### config.mk
export PLATFORM = sky130hd
export DESIGN_NAME = seg_display_scanner
export DESIGN_NICKNAME = d
export VERILOG_FILES = /design/src/rtl/seg_pkg.sv /design/src/rtl/bcd_to_seg.sv /design/src/rtl/seg_display_scanner.sv
export SDC_FILE = /design/constraint.sdc
export NUM_CORES = 1
export LEC_CHECK = 0
export CELL_PAD_IN_SITES_DETAIL_PLACEMENT = 0
export CELL_PAD_IN_SITES_GLOBAL_PLACEMENT = 1
export CORE_MARGIN = 4
export CORE_UTILIZATION = 40
export CTS_CLUSTER_DIAMETER = 150
export CTS_CLUSTER_SIZE = 12
export DETAILED_ROUTE_END_ITERATION = 8
export PLACE_DENSITY_LB_ADDON = 0.1
export SYNTH_ARGS = -nofsm -noshare
export SYNTH_HDL_FRONTEND = slang
export SYNTH_SLANG_ARGS = --single-unit
### constraint.sdc
create_clock -name clk_core -period 3 [get_ports clk_core]
set_input_delay 0.3 -clock clk_core [delete_from_list [all_inputs] [get_ports clk_core]]
set_output_delay 0.3 -clock clk_core [all_outputs]
set_load 0.02 [all_outputs]
### src/rtl/seg_pkg.sv
// Shared 7-segment constants and edit-field codes.
// Used by the display scanner and the countdown commander.
package seg_pkg;

  // Active-high patterns, bit order {g,f,e,d,c,b,a}
  localparam logic [6:0] SEG_0     = 7'h3F;
  localparam logic [6:0] SEG_1     = 7'h06;
  localparam logic [6:0] SEG_2     = 7'h5B;
  localparam logic [6:0] SEG_3     = 7'h4F;
  localparam logic [6:0] SEG_4     = 7'h66;
  localparam logic [6:0] SEG_5     = 7'h6D;
  localparam logic [6:0] SEG_6     = 7'h7D;
  localparam logic [6:0] SEG_7     = 7'h07;
  localparam logic [6:0] SEG_8     = 7'h7F;
  localparam logic [6:0] SEG_9     = 7'h6F;
  localparam logic [6:0] SEG_DASH  = 7'h40;
  localparam logic [6:0] SEG_BLANK = 7'h00;

  localparam logic [1:0] TGT_MS   = 2'b00;
  localparam logic [1:0] TGT_SEC  = 2'b01;
  localparam logic [1:0] TGT_MIN  = 2'b10;
  localparam logic [1:0] TGT_NONE = 2'b11;

  typedef struct packed {
    logic [7:0] min;
    logic [7:0] sec;
    logic [7:0] ms_10;
    logic [1:0] target;
    logic       time_out;
  } snap_t;

  // Field code owning a digit position: 0-1 ms, 2-3 sec, 4-5 min
  function automatic logic [1:0] field_of(logic [2:0] idx);
    return idx[2:1];
  endfunction

endpackage

### src/rtl/bcd_to_seg.sv
// BCD nibble to active-high 7-segment pattern.
// Non-decimal nibbles show a dash.
module bcd_to_seg
  import seg_pkg::*;
(
  input  logic [3:0] nib,
  output logic [6:0] pat
);

  // Pure lookup; default covers 10-15 so the output is never X
  always_comb begin
    pat = SEG_DASH;
    case (nib)
      4'd0: pat = SEG_0;
      4'd1: pat = SEG_1;
      4'd2: pat = SEG_2;
      4'd3: pat = SEG_3;
      4'd4: pat = SEG_4;
      4'd5: pat = SEG_5;
      4'd6: pat = SEG_6;
      4'd7: pat = SEG_7;
      4'd8: pat = SEG_8;
      4'd9: pat = SEG_9;
      default: pat = SEG_DASH;
    endcase
  end

endmodule

### src/rtl/seg_display_scanner.sv
// 6-digit multiplexed MM.SS.hh display driver with
// edit-field blink and time-out flash.
module seg_display_scanner
  import seg_pkg::*;
#(
  parameter int CLK_HZ         = 100_000_000,
  parameter int SCAN_HZ        = 1000,
  parameter int BLINK_HZ       = 2,
  parameter int SEG_ACTIVE_LOW = 1
) (
  input  logic       clk_core,
  input  logic       rst,
  input  logic [7:0] min_i,
  input  logic [7:0] sec_i,
  input  logic [7:0] ms_10_i,
  input  logic [1:0] target_i,
  input  logic       time_out_i,
  output logic [5:0] an,
  output logic [6:0] seg,
  output logic       dp
);

  localparam int DWELL  = CLK_HZ / (SCAN_HZ * 6);
  localparam int HALF   = CLK_HZ / (2 * BLINK_HZ);
  localparam int DW_W   = (DWELL > 1) ? $clog2(DWELL) : 1;
  localparam int HF_W   = (HALF > 1) ? $clog2(HALF) : 1;
  localparam logic [DW_W-1:0] DW_LAST = DW_W'(DWELL - 1);
  localparam logic [HF_W-1:0] HF_LAST = HF_W'(HALF - 1);
  localparam logic POL = (SEG_ACTIVE_LOW != 0);

  generate
    if (DWELL < 1 || HALF < 1) begin : g_bad_cfg
      $error("seg_display_scanner: DWELL or blink half-period < 1");
    end
  endgenerate

  logic [DW_W-1:0] dwell_cnt, dwell_n;
  logic [HF_W-1:0] blink_cnt, blink_n;
  logic            vis, vis_n;
  logic [2:0]      idx, idx_n;
  logic            started, started_n;
  snap_t           snap, snap_n, live;

  logic            tick, wrap, restart;
  logic [3:0]      nib;
  logic [6:0]      pat;
  logic            blank_dig, blank_dp, dp_pos;
  logic [5:0]      an_hi;
  logic [6:0]      seg_hi;
  logic            dp_hi;

  assign live = '{min: min_i, sec: sec_i, ms_10: ms_10_i,
                  target: target_i, time_out: time_out_i};

  // Next-state: dwell/scan index, frame snapshot, blink phase
  always_comb begin
    tick      = (dwell_cnt == DW_LAST);
    dwell_n   = tick ? '0 : dwell_cnt + 1'b1;
    started_n = started;
    idx_n     = idx;
    wrap      = tick && (!started || idx == 3'd5);
    if (tick) begin
      started_n = 1'b1;
      idx_n     = wrap ? 3'd0 : idx + 3'd1;
    end
    snap_n  = wrap ? live : snap;
    restart = wrap &&
              ((live.target != snap.target) ||
               (live.time_out && !snap.time_out));
    if (restart) begin
      blink_n = '0;
      vis_n   = 1'b1;
    end else if (blink_cnt == HF_LAST) begin
      blink_n = '0;
      vis_n   = ~vis;
    end else begin
      blink_n = blink_cnt + 1'b1;
      vis_n   = vis;
    end
  end

  // Digit mux, blanking and active-high levels from next state
  always_comb begin
    nib = snap_n.ms_10[3:0];
    unique case (idx_n)
      3'd0:    nib = snap_n.ms_10[3:0];
      3'd1:    nib = snap_n.ms_10[7:4];
      3'd2:    nib = snap_n.sec[3:0];
      3'd3:    nib = snap_n.sec[7:4];
      3'd4:    nib = snap_n.min[3:0];
      3'd5:    nib = snap_n.min[7:4];
      default: nib = snap_n.ms_10[3:0];
    endcase
    dp_pos    = (idx_n == 3'd2) || (idx_n == 3'd4);
    blank_dp  = !vis_n && snap_n.time_out;
    blank_dig = !vis_n &&
                (snap_n.time_out ||
                 (snap_n.target != TGT_NONE &&
                  field_of(idx_n) == snap_n.target));
    an_hi  = started_n ? (6'b000001 << idx_n) : 6'b000000;
    seg_hi = (started_n && !blank_dig) ? pat : SEG_BLANK;
    dp_hi  = started_n && dp_pos && !blank_dp;
  end

  bcd_to_seg u_dec (
    .nib (nib),
    .pat (pat)
  );

  // Scanner state registers
  always_ff @(posedge clk_core or posedge rst) begin
    if (rst) begin
      dwell_cnt <= '0;
      blink_cnt <= '0;
      vis       <= 1'b1;
      idx       <= 3'd0;
      started   <= 1'b0;
      snap      <= '0;
    end else begin
      dwell_cnt <= dwell_n;
      blink_cnt <= blink_n;
      vis       <= vis_n;
      idx       <= idx_n;
      started   <= started_n;
      snap      <= snap_n;
    end
  end

  // Output registers; polarity applied here only
  always_ff @(posedge clk_core or posedge rst) begin
    if (rst) begin
      an  <= {6{POL}};
      seg <= {7{POL}};
      dp  <= POL;
    end else begin
      an  <= an_hi ^ {6{POL}};
      seg <= seg_hi ^ {7{POL}};
      dp  <= dp_hi ^ POL;
    end
  end

endmodule

==> metrics.yaml, run 1 <==
clock_tree:
  numClockSinks: 86
  clockBufferDepth: 2
  root_buffer: "clkbuf_8"
  htreeDepth: 3
  hold_buffers: 0
  clk_latency_ns: 0.36
  cts_tree: "built"
  clkSlewWorstSetupHoldPaths_ns: 0.09
  cts_buffers: 9
synth:
  synth.ff_latch_count: 86
  yosysUniqueCellTypes: 67
  synth_edf_count: 0
  netlist_area_mm2: 0.004388
  ys_seq_area_frac: 0.4947
  synthDominantCellAreaShare: 0.4049
  yosysTopAreaCell: "dfrtp_1"
  synth.avg_cell_area_um2: 9.905
  ys_warn_count: 0
  synth-compound-area-share: 0.09952
  synth_fa_ha_area_frac: 0.02851
  synthArstFlopShare: 1.000
  synth_fp_nets: 482
  synth_xor_area_frac: 0.07385
  synth-main-ff-cell: "dfrtp_1"
  synthTopCellsByArea: "dfrtp_1, dfstp_2, nand2_1, nor2_1, xor2_1"
  synthCells: 443
  synthMuxAreaShare: 0.03479
  synth-simple-area-share: 0.2421
  synth_top_family_by_area: "simple AND/OR/NAND/NOR gates"
routing:
  drc_errors: 0
  drt_pass1_iterations: 4
  wl_per_cell_um: 15.93
  avgViaCountPerCell: 5.174
  drt.antenna.violating_nets: 0
  wl_um: 10420
  vias: 3384
  drtIter0Drc: 198
power:
  powerDensity_mw_per_mm2: 445.5
  vdd_drop_max_uv: 392.1
  seq_power_share: 0.524
  combPwrFrac: 0.088
  switching_share: 0.2466
  p_switching_mw: 0.6056
  p_leak_nw: 2.346
  p_int_mw: 1.850
  p_clk_frac: 0.388
critical_path:
  cp_common_cell: "a21o_1"
  cpPeakStageDelay_ns: 0.40
  path_cells: "inv_1 -> ha_1 -> and4bb_2 -> and4_4 -> mux2_4 -> buf_6 -> a21o_1 -> buf_4 -> a21o_1 -> o211a_4 -> inv_4 -> ha_2 -> mux2i_1 -> o211ai_1"
  cpMaxStageDelayCell: "dfrtp_1"
  crit_path_end_kind: "flip-flop"
  r2r_slack_ns: 0.08
  critPathArrivalTime_ns: 3.19
  r2r_end: "seg[3]"
  crit_type: "flip-flop to flip-flop"
  reg2reg_from: "dwell_cnt[1]"
  rr_worst_depth: 14
  start_kind: "flip-flop"
  crit_required_ns: 3.28
  critPathMaxFanout: 7
global_route:
  overflow: 0
  grt_pass1_wl_um: 17150
  track_usage: 0.1656
  grt_pass1_vias: 3516
  antenna_found_initial: 0
  grt_start_max_net_pins: 54
layout:
  finalNetCount: 552
  utilization: 0.5246
  fill_cells: 943
  post_layout_nonfiller_instances: 654
  areaGrowthSynthToFinish_pct: 25.63
  diodes: 0
  stdcell_area_mm2: 0.005513
  layout-drive-gt1-share: 0.2104
timing:
  period_share: 0.9725
  drv_slew: 0
  finalHoldViolCount: 0
  grt_setup_unrepaired: "yes"
  worst_hold_slack_ns: 0.3167
  finalSetupViolCount: 0
  period_minus_slack_ns: 2.918
  tns_ns: 0
  max_slew_margin: 0.5979
  tightestPinTransition_ns: 0.6024
  max_freq_mhz: 342.7
  finClkSkew_ns: 0.008544
die:
  rows: 37
  die_y_um: 112.7
  die_w_um: 112.7
  core_mm2: 0.01051
  dieArea_mm2: 0.01271
  num_io_pins: 43
  start_util: 0.4175
outcome:
  status: "finished, final reports clean"
placed_design:
  place_congestion: 0.8392
  port-buffer-count: 42
  placed_cell_area_mm2: 0.005100
  hpwlAfterDp_um: 7042
  place_inst: 631
flow_run:
  maxCapViolCount: 0
hold_path:
  hold_class: "input port to async pin"
metal layers:
metal	vias to the layer above	part of all wire	global-route usage
met3	21	0.027	0.03743
met5	-	0	0
met4	0	0.029	0.05849
met1	1650	0.47	0.2207
met2	60	0.48	0.2658
li1	1653	-	-
state kept, by name, summed over array words and instances (netlist names):
| name | cells |
|---|---|
| dp | 1 |
| dwell_cnt | 15 |
| seg | 7 |
| blink_cnt | 25 |
| an | 6 |
| started | 1 |
| vis | 1 |
| snap | 27 |
| idx | 3 |
placed cells by master, fill, tap and decap left out, types with 3 or more instances in the layout:
| master | instances |
|---|---|
| nor3_1 | 5 |
| a211oi_1 | 3 |
| and2_1 | 3 |
| buf_4 | 20 |
| or3_1 | 4 |
| inv_1 | 13 |
| or2_2 | 4 |
| xnor2_1 | 16 |
| xor2_1 | 21 |
| nor2_1 | 47 |
| nand2b_1 | 3 |
| ha_1 | 8 |
| dfrtp_1 | 69 |
| nand3_1 | 21 |
| clkdlybuf4s50_1 | 42 |
| nand2_1 | 81 |
| mux2_4 | 5 |
| a32oi_1 | 3 |
| a21oi_1 | 10 |
| and3_1 | 6 |
| nand4_1 | 13 |
| mux2i_1 | 7 |
| clkbuf_8 | 11 |
| buf_6 | 6 |
| dfstp_2 | 15 |
| o211ai_1 | 4 |
| o31ai_2 | 3 |
| o21ai_0 | 8 |
synthesized netlist by cell type (all sizes together), types with 3 or more instances:
master / instances
mux2: 7
mux2i: 7
dfrtp: 71
and3: 8
o31ai: 4
nand2b: 3
o21ai: 12
nor4: 3
inv: 17
ha: 10
a21oi: 11
nand3: 22
clkbuf: 9
dfstp: 15
or3: 4
a211oi: 4
nand4: 15
nor3: 7
and2: 4
or2: 5
o211ai: 5
xnor2: 16
nand2: 82
xor2: 21
a32oi: 4
nor2: 49
through the flow:
stage | power, mW | setup WS (ns)
3_3_place_gp | 1.519 | 0.08197
4_1_cts | 2.479 | 0.006992
5_1_grt | 2.578 | -0.04688
6_report | 2.456 | 0.08237
3_5_place_dp | 1.523 | 0.04994
2_1_floorplan | 1.439 | 0.1444
power groups by stage:
stage	registers [mW]	clock network (mW)	logic [mW]
detailed placement	1.31	0	0.214
global route	1.30	1.02	0.255
floorplan	1.29	0	0.144
finish	1.29	0.953	0.215
CTS	1.29	0.975	0.216
global placement	1.31	0	0.211
worst max-delay path by stage:
| stage | slack (ns) | startpoint | end |
|---|---|---|---|
| 4_1_cts | 0.007 | dwell_cnt[1] | seg[5] |
| 2_1_floorplan | 0.14 | idx[0] | seg[4] |
| 3_3_place_gp | 0.08 | dwell_cnt[2] | seg[5] |
| 3_5_place_dp | 0.05 | dwell_cnt[5] | seg[5] |
| 5_1_grt | -0.05 | dwell_cnt[1] | seg[3] |
| 6_report | 0.08 | dwell_cnt[1] | seg[3] |
cell type report:
class,instances,area [um2],share of cell area
multi-input cells,329,2203,0.3997
flip-flops and latches,86,2173,0.3942
repair buffers,70,663.1,0.1203
well taps,136,170.2,0.03087
clock buffers,11,151.4,0.02746
clock inverters,5,81.33,0.01475
inverters,17,70.07,0.01271
timing repair:
item / in CTS / in global routing
hold endpoints to repair: 0 / 0
gates resized for setup: 0 / 34
endpoints found under the setup margin: 0 / 7
buffers inserted: 0 / 6
cells by family (layout without fill, tap and decap cells):
family / Yosys count / in the layout
buffers and inverters: 28 / 103
XOR/XNOR: 37 / 37
adder cells (fa/ha/maj): 10 / 10
AO/OA/AOI/OAI: 56 / 56
multiplexers: 14 / 14
flip-flops: 86 / 86
AND/OR/NAND/NOR: 212 / 212
worst max-delay path: cells and delay by family, from the launching register on:
family / cells / cell delay [ns]
AND/OR/NAND/NOR: 2 / 0.53
AO/OA/AOI/OAI: 4 / 0.62
buffers and inverters: 4 / 0.43
multiplexers: 2 / 0.46
adder cells (fa/ha/maj): 2 / 0.40
flip-flops: 1 / 0.40
(Power assumes the default switching activity.)
==> run 2: changes to the inputs <==
CORE_MARGIN = unset   (was 4)
==> metrics.yaml, run 2 (synthesis gave the netlist of run 1 again) <==
global_route:
  grt_pass1_wl_um: 16130
  grt_start_max_net_pins: 43
  grt_pass1_vias: 3271
  antenna_found_initial: 0
  overflow: 0
  track_usage: 0.1825
placed_design:
  place_ws_ns: 0.04021
  place_inst: 631
  hpwlAfterDp_um: 6748
  port-buffer-count: 42
  place_congestion: 0.8382
  placed_cell_area_mm2: 0.005100
layout:
  final_cell_mix: "nand2_1, dfrtp_1, nor2_1"
  diodes: 0
  areaGrowthSynthToFinish_pct: 24.84
  largest_register_ffs: 27
  ff_latch_area_mm2: 0.002172
  reg_top3: "snap: 27 flops, blink_cnt: 25 flops, dwell_cnt: 15 flops"
  finalNetCount: 550
  largest_register: "snap"
  fill_cells: 995
  stdcell_area_mm2: 0.005478
  post_layout_nonfiller_instances: 652
  layout-drive-gt1-share: 0.2054
  multi_input_area_mm2: 0.002222
  utilization: 0.5236
  final_common_cell: "nand2_1"
timing:
  period_minus_slack_ns: 2.903
  finalHoldViolCount: 0
  grt_setup_unrepaired: "yes"
  setup_ws_ns: 0.09734
  period_share: 0.9676
  max_slew_margin: 0.6807
  finalSetupViolCount: 0
  max_freq_mhz: 344.5
  tns_ns: 0
  drv_slew: 0
  finClkSkew_ns: 0.01189
  tightestPinTransition_ns: 0.4746
die:
  die_y_um: 106.7
  num_io_pins: 43
  dieArea_mm2: 0.01139
  die_w_um: 106.7
  core_mm2: 0.01046
  start_util: 0.4194
  rows: 37
critical_path:
  path_cells: "inv_1 -> ha_1 -> and4bb_2 -> and4_4 -> buf_6 -> mux2_4 -> o211ai_4 -> nand4_1 -> and3_4 -> buf_4 -> ha_2 -> mux2i_1 -> o211ai_1"
  cp.buffers_inverters: 3
  crit_type: "flip-flop to flip-flop"
  crit_path_end_kind: "flip-flop"
  critPathMaxFanout: 4
  critPathArrivalTime_ns: 3.18
  crit_required_ns: 3.28
  start_kind: "flip-flop"
  cpPeakStageDelay_ns: 0.40
  cp_top_family: "simple AND/OR/NAND/NOR gates"
  cpMaxStageDelayCell: "dfrtp_1"
clock_tree:
  clockBufferDepth: 2
  clkSlewWorstSetupHoldPaths_ns: 0.09
  clk_latency_ns: 0.36
  numClockSinks: 86
  htreeDepth: 3
  hold_buffers: 0
  cts_buffers: 9
  root_buffer: "clkbuf_8"
  cts_tree: "built"
routing:
  avgViaCountPerCell: 5.098
  wl_um: 9610
  drtIter0Drc: 108
  drt_pass1_iterations: 4
  drc_errors: 0
  drt.antenna.violating_nets: 0
  vias: 3324
  wl_per_cell_um: 14.74
power:
  powerDensity_mw_per_mm2: 423.8
  vdd_drop_max_uv: 233.1
  p_leak_nw: 2.307
hold_path:
  hold_class: "input port to async pin"
flow_run:
  maxCapViolCount: 0
outcome:
  status: "finished, final reports clean"
==> run 2: cell type report <==
| class | instances | share of cell area |
|---|---|---|
| clock buffers | 12 | 0.02650 |
| well taps | 136 | 0.03106 |
| inverters | 17 | 0.01279 |
| repair buffers | 68 | 0.1188 |
| clock inverters | 4 | 0.008680 |
| multi-input cells | 329 | 0.4057 |
| flip-flops and latches | 86 | 0.3965 |
==> run 2: worst paths after layout <==
kind | start | cells past startpoint | end | slack, ns
max | dwell_cnt[1] | 13 | seg[3] | 0.1
min reg2reg | snap[4] | 2 | snap[4] | 0.49
max reg2reg | dwell_cnt[1] | 13 | seg[3] | 0.1
min in group clk_core | sec_i[1] | 3 | snap[12] | 0.46
min | rst | 2 | blink_cnt[21] | 0.23
max in group asynchronous | rst | 3 | snap[13] | 2.12
==> run 2: repair_timing <==
action	4_1_cts	5_1_grt
setup endpoints to repair	1	6
resized for setup	0	35
setup buffers	2	3
pin swaps	1	9
==> run 2: where the power goes <==
part / leakage [nW] / switching, mW / total (mW) / internal [mW]
combinational: 1.22 / 0.105 / 0.220 / 0.115
sequential: 0.991 / 0.0638 / 1.29 / 1.22
clock: 0.0964 / 0.409 / 0.815 / 0.406
total: 2.31 / 0.577 / 2.32 / 1.74
==> run 2: layer usage <==
metal | wire length (um) | global-route usage
met5 | 0 | 0
met4 | 154 | 0.05871
met3 | 232 | 0.04620
met2 | 4571 | 0.2931
met1 | 4652 | 0.2414
==> run 2: through the flow <==
stage / power, mW / hold WS, ns
finish: 2.322 / 0.2271
global route: 2.455 / 0.2297
CTS: 2.359 / 0.2234
detailed placement: 1.526 / 0.4629
global placement: 1.521 / 0.4570
floorplan: 1.439 / 0.4054
==> run 3: changes to the inputs <==
CAP_MARGIN = 40   (was unset)
CORE_UTILIZATION = 45   (was 40)
clock period = 3.2 ns   (was 3 ns; I/O delays follow)
==> metrics.yaml, run 3 (synthesis gave the netlist of run 1 again) <==
routing:
  vias: 3274
  avgViaCountPerCell: 5.172
  wl_per_cell_um: 14.26
  drt.antenna.violating_nets: 0
  drtIter0Drc: 114
  drt_pass1_iterations: 4
  wl_um: 9029
  drc_errors: 0
timing:
  finClkSkew_ns: 0.01384
  period_minus_slack_ns: 3.044
  tightestPinTransition_ns: 0.4454
  finalSetupViolCount: 0
  period_share: 0.9512
  max_slew_margin: 0.7003
  finalHoldViolCount: 0
  max_freq_mhz: 328.5
  drv_slew: 0
  setup_ws_ns: 0.1561
global_route:
  grt_start_max_net_pins: 63
  antenna_found_initial: 0
  overflow: 0
  grt_pass1_vias: 3227
  grt_pass1_wl_um: 15590
  track_usage: 0.1992
critical_path:
  cp.buffers_inverters: 1
  cpPeakStageDelay_ns: 0.46
  r2r_slack_ns: 0.16
  critPathArrivalTime_ns: 3.32
  rr_worst_depth: 10
  crit_path_end_kind: "flip-flop"
  crit_required_ns: 3.48
  crit_type: "flip-flop to flip-flop"
  r2r_end: "seg[4]"
  start_kind: "flip-flop"
  reg2reg_from: "dwell_cnt[2]"
  cp_top_family: "simple AND/OR/NAND/NOR gates"
  critPathMaxFanout: 8
  cpMaxStageDelayCell: "dfrtp_1"
  cp_common_cell: "mux2_2"
  path_cells: "nor4_4 -> and4_4 -> mux2_2 -> or2_2 -> mux2_2 -> o211a_4 -> inv_2 -> ha_1 -> nor3b_1 -> o31ai_2"
layout:
  diodes: 0
  multi_input_area_mm2: 0.002131
  final_cell_mix: "nand2_1, dfrtp_1, nor2_1"
  areaGrowthSynthToFinish_pct: 21.04
  reg_top3: "snap: 27 flops, blink_cnt: 25 flops, dwell_cnt: 15 flops"
  ff_latch_area_mm2: 0.002172
  final_common_cell: "nand2_1"
  largest_register: "snap"
  finalNetCount: 538
  layout-drive-gt1-share: 0.1687
  largest_register_ffs: 27
  fill_cells: 862
  stdcell_area_mm2: 0.005311
placed_design:
  place_congestion: 0.7957
  place_ws_ns: 0.1494
  port-buffer-count: 42
  placed_cell_area_mm2: 0.005016
  hpwlAfterDp_um: 6544
die:
  die_y_um: 100.7
  rows: 35
  dieArea_mm2: 0.01015
  core_mm2: 0.009328
  num_io_pins: 43
  start_util: 0.4704
  die_w_um: 100.7
hold_path:
  hold_class: "input port to async pin"
power:
  p_leak_nw: 2.287
  powerDensity_mw_per_mm2: 434.0
  vdd_drop_max_uv: 250.1
  total_power_mw: 2.305
flow_run:
  maxCapViolCount: 0
clock_tree:
  clk_latency_ns: 0.36
  root_buffer: "clkbuf_8"
  numClockSinks: 86
  htreeDepth: 3
  cts_tree: "built"
  cts_buffers: 9
  clkSlewWorstSetupHoldPaths_ns: 0.09
  clockBufferDepth: 2
outcome:
  status: "finished, final reports clean"
[run 3: changes by cell type in the layout (fill, tap and decap cells not counted), moves of 2 or more]
cell,previous run,this run
clkbuf_1,2,0
buf_4,20,13
clkbuf_8,10,12
ha_2,2,0
mux2_2,2,6
buf_6,4,0
ha_1,6,10
clkinv_2,3,1
mux2_4,5,1
ha_4,2,0
[run 3: what timing repair did]
item                                    4_1_cts  5_1_grt
buffers inserted                              0        3
endpoints found under the setup margin        0        6
hold buffers                                  0        0
resized for setup                             0        8
[run 3: layout make-up]
cell class              count  area share
inverters                  17     0.01272
well taps                 129     0.03039
repair buffers             56      0.1013
clock buffers              12     0.03110
multi-input cells         329      0.4012
flip-flops and latches     86      0.4090
clock inverters             4     0.01437
[run 3: layer usage]
metal | vias up | share of wire | GRT usage | wire length [um]
met3 | 8 | 0.034 | 0.04161 | 303
li1 | 1623 | - | - | -
met1 | 1581 | 0.46 | 0.2646 | 4177
met2 | 62 | 0.49 | 0.3235 | 4427
met4 | 0 | 0.013 | 0.07023 | 121
met5 | - | 0 | 0 | 0
[run 3: metrics by stage]
stage	hold slack, ns	util	std cells	setup TNS, ns
2_1_floorplan	0.4254	-	443	0
3_3_place_gp	0.4586	0.5378	614	0
3_5_place_dp	0.4609	0.5378	614	0
4_1_cts	0.2911	0.5636	630	0
5_1_grt	0.3207	0.5694	633	-0.006911
6_report	0.2860	0.5694	633	0
[run 3: worst max-delay path by stage]
stage	from	end	cells after the start
after floorplan	idx[0]	seg[4]	11
after global placement	dwell_cnt[2]	seg[4]	10
after CTS	dwell_cnt[2]	seg[4]	12
after global routing	dwell_cnt[1]	seg[5]	14
after detailed placement	dwell_cnt[2]	seg[4]	12
final	dwell_cnt[2]	seg[4]	10
[run 3: where the power goes]
part | leakage, nW | internal, mW | switching, mW
clock | 0.119 | 0.507 | 0.393
sequential | 0.991 | 1.15 | 0.0591
combinational | 1.18 | 0.104 | 0.0947
